[src/rtl/pipe_skid_stage_pkg.sv]
// Shared CPU pipeline definitions: stage occupancy states and default
// payload widths used by the ID/EX, EX/MEM and MEM/WB skid stages.
package pipe_skid_stage_pkg;

  // Default payload widths; each pipeline stage overrides them as needed.
  localparam int DEFAULT_DATA_W = 32;
  localparam int DEFAULT_CTRL_W = 9;

  // Encoding equals the number of held entries, so occupancy is the state itself.
  typedef enum logic [1:0] {
    ST_EMPTY = 2'd0,
    ST_ONE   = 2'd1,
    ST_FULL  = 2'd2
  } skid_state_e;

  // Number of entries held in a given state.
  function automatic logic [1:0] occupancy_of(input skid_state_e st);
    return logic'(st == ST_FULL) ? 2'd2 : (st == ST_ONE) ? 2'd1 : 2'd0;
  endfunction

endpackage

[src/rtl/pipe_skid_stage.sv]
// Two-entry skid buffer pipeline stage. A main register drives the outputs
// and a skid register absorbs the one-cycle lag of the registered in_ready,
// so upstream never sees a combinational path from out_ready.
module pipe_skid_stage
  import pipe_skid_stage_pkg::*;
#(
  parameter int DATA_W = DEFAULT_DATA_W,
  parameter int CTRL_W = DEFAULT_CTRL_W
) (
  input  logic              clk,
  input  logic              rst,
  input  logic              flush,
  input  logic              in_valid,
  output logic              in_ready,
  input  logic [CTRL_W-1:0] in_ctrl,
  input  logic [DATA_W-1:0] in_data,
  output logic              out_valid,
  input  logic              out_ready,
  output logic [CTRL_W-1:0] out_ctrl,
  output logic [DATA_W-1:0] out_data,
  output logic [1:0]        occupancy
);

  skid_state_e       state_q, state_d;
  logic [CTRL_W-1:0] main_ctrl_q, main_ctrl_d;
  logic [DATA_W-1:0] main_data_q, main_data_d;
  logic [CTRL_W-1:0] skid_ctrl_q, skid_ctrl_d;
  logic [DATA_W-1:0] skid_data_q, skid_data_d;
  logic              in_ready_q;
  logic              in_ready_d;
  logic              accept;
  logic              issue;

  // Handshake qualifiers; in_ready comes straight from its own flop.
  assign in_ready  = in_ready_q;
  assign out_valid = (state_q != ST_EMPTY);
  assign accept    = in_valid & in_ready_q;
  assign issue     = out_valid & out_ready;

  // The main register is zeroed whenever it becomes empty, so it can drive
  // the payload outputs directly and bubbles carry all-zero control.
  assign out_ctrl  = main_ctrl_q;
  assign out_data  = main_data_q;
  assign occupancy = occupancy_of(state_q);

  // Next-state and next-payload selection.
  always_comb begin
    // NOTE: every signal gets a default before the case so no path leaves it
    // unassigned; a missing default here would infer a latch.
    state_d     = state_q;
    main_ctrl_d = main_ctrl_q;
    main_data_d = main_data_q;
    skid_ctrl_d = skid_ctrl_q;
    skid_data_d = skid_data_q;

    unique case (state_q)
      ST_EMPTY: begin
        if (accept) begin
          state_d     = ST_ONE;
          main_ctrl_d = in_ctrl;
          main_data_d = in_data;
        end
      end

      ST_ONE: begin
        if (accept && issue) begin
          main_ctrl_d = in_ctrl;
          main_data_d = in_data;
        end else if (accept) begin
          state_d     = ST_FULL;
          skid_ctrl_d = in_ctrl;
          skid_data_d = in_data;
        end else if (issue) begin
          state_d     = ST_EMPTY;
          main_ctrl_d = '0;
          main_data_d = '0;
        end
      end

      ST_FULL: begin
        // in_ready is low here, so only an issue can change anything.
        if (issue) begin
          state_d     = ST_ONE;
          main_ctrl_d = skid_ctrl_q;
          main_data_d = skid_data_q;
          skid_ctrl_d = '0;
          skid_data_d = '0;
        end
      end

      default: begin
        state_d     = ST_EMPTY;
        main_ctrl_d = '0;
        main_data_d = '0;
        skid_ctrl_d = '0;
        skid_data_d = '0;
      end
    endcase

    // Flush squashes everything, including an entry accepted this cycle.
    if (flush) begin
      state_d     = ST_EMPTY;
      main_ctrl_d = '0;
      main_data_d = '0;
      skid_ctrl_d = '0;
      skid_data_d = '0;
    end

    // Ready for the next cycle is decided from the next state, never from out_ready.
    in_ready_d = (state_d != ST_FULL);
  end

  // State, payload and ready registers with asynchronous reset.
  always_ff @(posedge clk or posedge rst) begin
    // NOTE: both payload registers are reset, not just the state, because the
    // outputs must read zero immediately and the skid must hold no stale entry.
    if (rst) begin
      state_q     <= ST_EMPTY;
      main_ctrl_q <= '0;
      main_data_q <= '0;
      skid_ctrl_q <= '0;
      skid_data_q <= '0;
      in_ready_q  <= 1'b1;
    end else begin
      // NOTE: non-blocking assignments so every register samples pre-edge values.
      state_q     <= state_d;
      main_ctrl_q <= main_ctrl_d;
      main_data_q <= main_data_d;
      skid_ctrl_q <= skid_ctrl_d;
      skid_data_q <= skid_data_d;
      in_ready_q  <= in_ready_d;
    end
  end

endmodule

[config.mk]
export PLATFORM = sky130hd
export DESIGN_NAME = pipe_skid_stage
export DESIGN_NICKNAME = d
export VERILOG_FILES = /design/src/rtl/pipe_skid_stage_pkg.sv /design/src/rtl/pipe_skid_stage.sv
export SDC_FILE = /design/constraint.sdc
export NUM_CORES = 1
export LEC_CHECK = 0
export ABC_AREA = 0
export CAP_MARGIN = 20
export CORE_MARGIN = 10
export CORE_UTILIZATION = 25
export DETAILED_ROUTE_END_ITERATION = 8
export GPL_ROUTABILITY_DRIVEN = 1
export PLACE_DENSITY = 0.45
export SLEW_MARGIN = 20
export SYNTH_ARGS = -nofsm -noshare
export SYNTH_HDL_FRONTEND = slang
export SYNTH_SLANG_ARGS = --single-unit
[constraint.sdc]
create_clock -name clk -period 7.07 [get_ports clk]
set_clock_uncertainty 0.05 [all_clocks]
set_input_delay 1.414 -clock clk [delete_from_list [all_inputs] [get_ports clk]]
set_output_delay 1.414 -clock clk [all_outputs]
set_load 0.01 [all_outputs]
==> qor.txt <==
synthesis-stage register bit count = 85
Static Leak = 2.33 nW
layout cells sized above 1 = 25.6%
initial antenna violation count = 0
kind of critical path = primary input to flop
# nets final = 544
cells after synthesis = 430
max-slew violations = 0
switching power = 0.000359 W
Clk pwr share = 37.2%
post-detailed-routing wire length = 12,400 µm
crit path launch = flush
setup_tns = 0 ps
Fmax achieved = 305 MHz
RSZ-0062 raised after global routing = no
clk sinks = 85
initial core utilization = 25.5%
gp weighted congestion = 0.720
Setup WS pre-CTS = 2830 ps
Final Setup Violations = 0
Async S/R FF share, synth = 100%
Antenna Violating Nets Remaining = 0
synthesis warning total = 0
Root Driver = clkbuf_16
DRC errors left = 0
# IOs = 91
outcome = finished clean
Worst Setup Start Kind = primary input
Post-Syn Area = 0.00460 mm²
routed length on met3 = 696 µm
clk buf depth = 2
Avg WL per Cell = 16.9 µm
Final Hold Fails = 0
first-pass GRT wire length = 20,500 µm
RR Startpoint = state_q[1]$_DFF_PP0_
CTS tree = done
final cycle utilization of the critical path = 46.4%
Core Util, Final = 33.2%
Sw Ratio = 26.9%
Post-Syn Area per Cell = 10.7 µm²
routed vias = 3,405
Area Growth Syn to Fin = 29.9%
highest routed layer = met4
top_reg_cell synth = dfrtp_1
hold_ws = 464 ps
CTS HTree Levels = 3
CP endpoint kind = flop
Power Density = 223 mW/mm²
Core ar. = 0.0180 mm²
setup ws final = 3790 ps
I/O Buffers = 90
Clock transition at path regs = 70 ps
relative max-transition margin = 35.8%
logic gate share of total power = 21.3%
Detail Route met2 WL = 5930 µm
routed vias/inst = 4.65
number of synthesized flops with an enable pin = 0
worst hold start = out_data[19]$_DFFE_PP0P_
max-cap viol count = 0
design internal power = 0.000976 W
Net Count, Synth = 476
Final Power = 0.00133 W
number of global-route vias before repair = 3,642
Die Ht = 156 µm
crit path max fanout = 48
Final min period = 3280 ps
Worst VDD drop = 126 µV
part of the power in registers = 41.5%
Min-Delay Path Class = flop to flop
row count = 49
sequential fraction of the synthesis area = 46.3%
drt pass-1 iters = 4
DRT iter0 DRCs = 141
Data arrival, critical path = 3500 ps
actual slew at the worst max-slew pin = 964 ps
required time at the worst-slack endpoint = 7290 ps
antenna diode count = 0
HPWL Detailed = 7930 µm
fillers = 1,834
die area = 0.0242 mm²
met1 wire length = 5550 µm
Post-CTS Setup Repair Bufs = 0
cts hold-fix bufs = 0
gr usage total = 10.5%
synth unique cells = 38
Num CTS Buffers = 9
largest net degree at the start of global routing = 83
Worst-Skew Late Latency = 340 ps
Resized cells post-CTS = 0
Die Span X = 156 µm
gr ovfl total = 0
-- synth_stat cells (2+ instances only) --
cell type,number,area [µm²]
nor3b_2,8,100
nand3_1,32,160
inv_1,3,11.3
nor3b_1,2,15.0
a21oi_1,22,110
dfrtp_1,84,2100
mux2_2,41,462
buf_6,5,56.3
o21ai_0,31,155
nand2b_1,33,206
clkbuf_1,10,37.5
a22oi_1,21,158
o22a_1,2,17.5
a31o_2,2,17.5
buf_12,2,40.0
buf_4,2,15.0
a21oi_2,19,166
nor2_1,44,165
a22oi_2,20,250
buf_2,22,110
a31o_1,8,70.1
-- worst paths after layout --
kind	slack, ps	endpoint	cells after the start
max reg2reg	4640	out_data[4]$_DFFE_PP0P_	6
min in group asynchronous	1320	out_data[25]$_DFFE_PP0P_	2
max	3790	out_data[4]$_DFFE_PP0P_	6
min	460	out_data[19]$_DFFE_PP0P_	2
min reg2reg	460	out_data[19]$_DFFE_PP0P_	2
max in group asynchronous	4440	state_q[1]$_DFF_PP0_	3
-- cell families (layout without fill, tap and decap cells) --
family	count (synthesis)	count (layout)	synth area share (%)
AO/OA/AOI/OAI	129	129	21.5
AND/OR/NAND/NOR	129	129	16.0
flip-flops	85	85	46.3
multiplexers	42	42	10.3
buffers and inverters	45	118	5.96
-- worst max-delay path, cell delays in order --
cell     delay, ps
buf_2          700
nor4b_2        160
a21oi_4        430
buf_4          500
nor2_1          70
a21oi_1        140
-- cell usage in the layout (no fill, tap or decap), types with 3 or more instances in the layout --
cell	Yosys	routed
clkdlybuf4s50_1	0	89
dfrtp_1	84	83
nor2_1	44	42
mux2_2	41	41
nand2b_1	33	33
nand3_1	32	32
o21ai_0	31	31
a21oi_1	22	22
a22oi_1	21	21
a22oi_2	20	20
a21oi_2	19	19
clkbuf_16	0	9
nor3b_2	8	8
a31o_1	8	8
buf_4	2	5
clkbuf_8	0	3
-- layout make-up --
class	instances	area, µm²	share of cell area (%)
Multi-Input combinational cell	300	2230	37.3
Sequential cell	85	2130	35.6
Timing Repair Buffer	98	1000	16.8
Tap cell	229	287	4.79
Clock buffer	13	270	4.52
Clock inverter	3	42.5	0.712
Inverter	4	17.5	0.293
-- layer usage --
layer | vias up | GRT usage (%)
met5 | - | 0
met4 | 0 | 3.16
met3 | 13 | 3.45
met2 | 67 | 17.2
met1 | 1645 | 12.9
li1 | 1680 | -
-- per-stage QoR --
| step | cells | cell area (µm²) |
|---|---|---|
| 6_report | 732 | 5980 |
| 3_3_place_gp | 713 | 5600 |
| 3_5_place_dp | 713 | 5600 |
| 4_1_cts | 729 | 5910 |
| 2_1_floorplan | 430 | 4600 |
| 5_1_grt | 732 | 5980 |
-- power by group through the flow --
stage                     clock, W  combinational (W)  sequential, W
after global placement           0           0.000285       0.000563
final                     0.000496           0.000285       0.000554
after CTS                 0.000520           0.000288       0.000556
after detailed placement         0           0.000287       0.000563
after global routing      0.000536           0.000313       0.000560
after floorplan                  0           0.000135       0.000574
-- flip-flops by register name (all words and copies together) (netlist names) --
name and flops:
in_ready 1, state_q 2, out_data 32, skid_data_q 32, out_ctrl 9, skid_ctrl_q 9
Power figures use the tool's default switching activity.
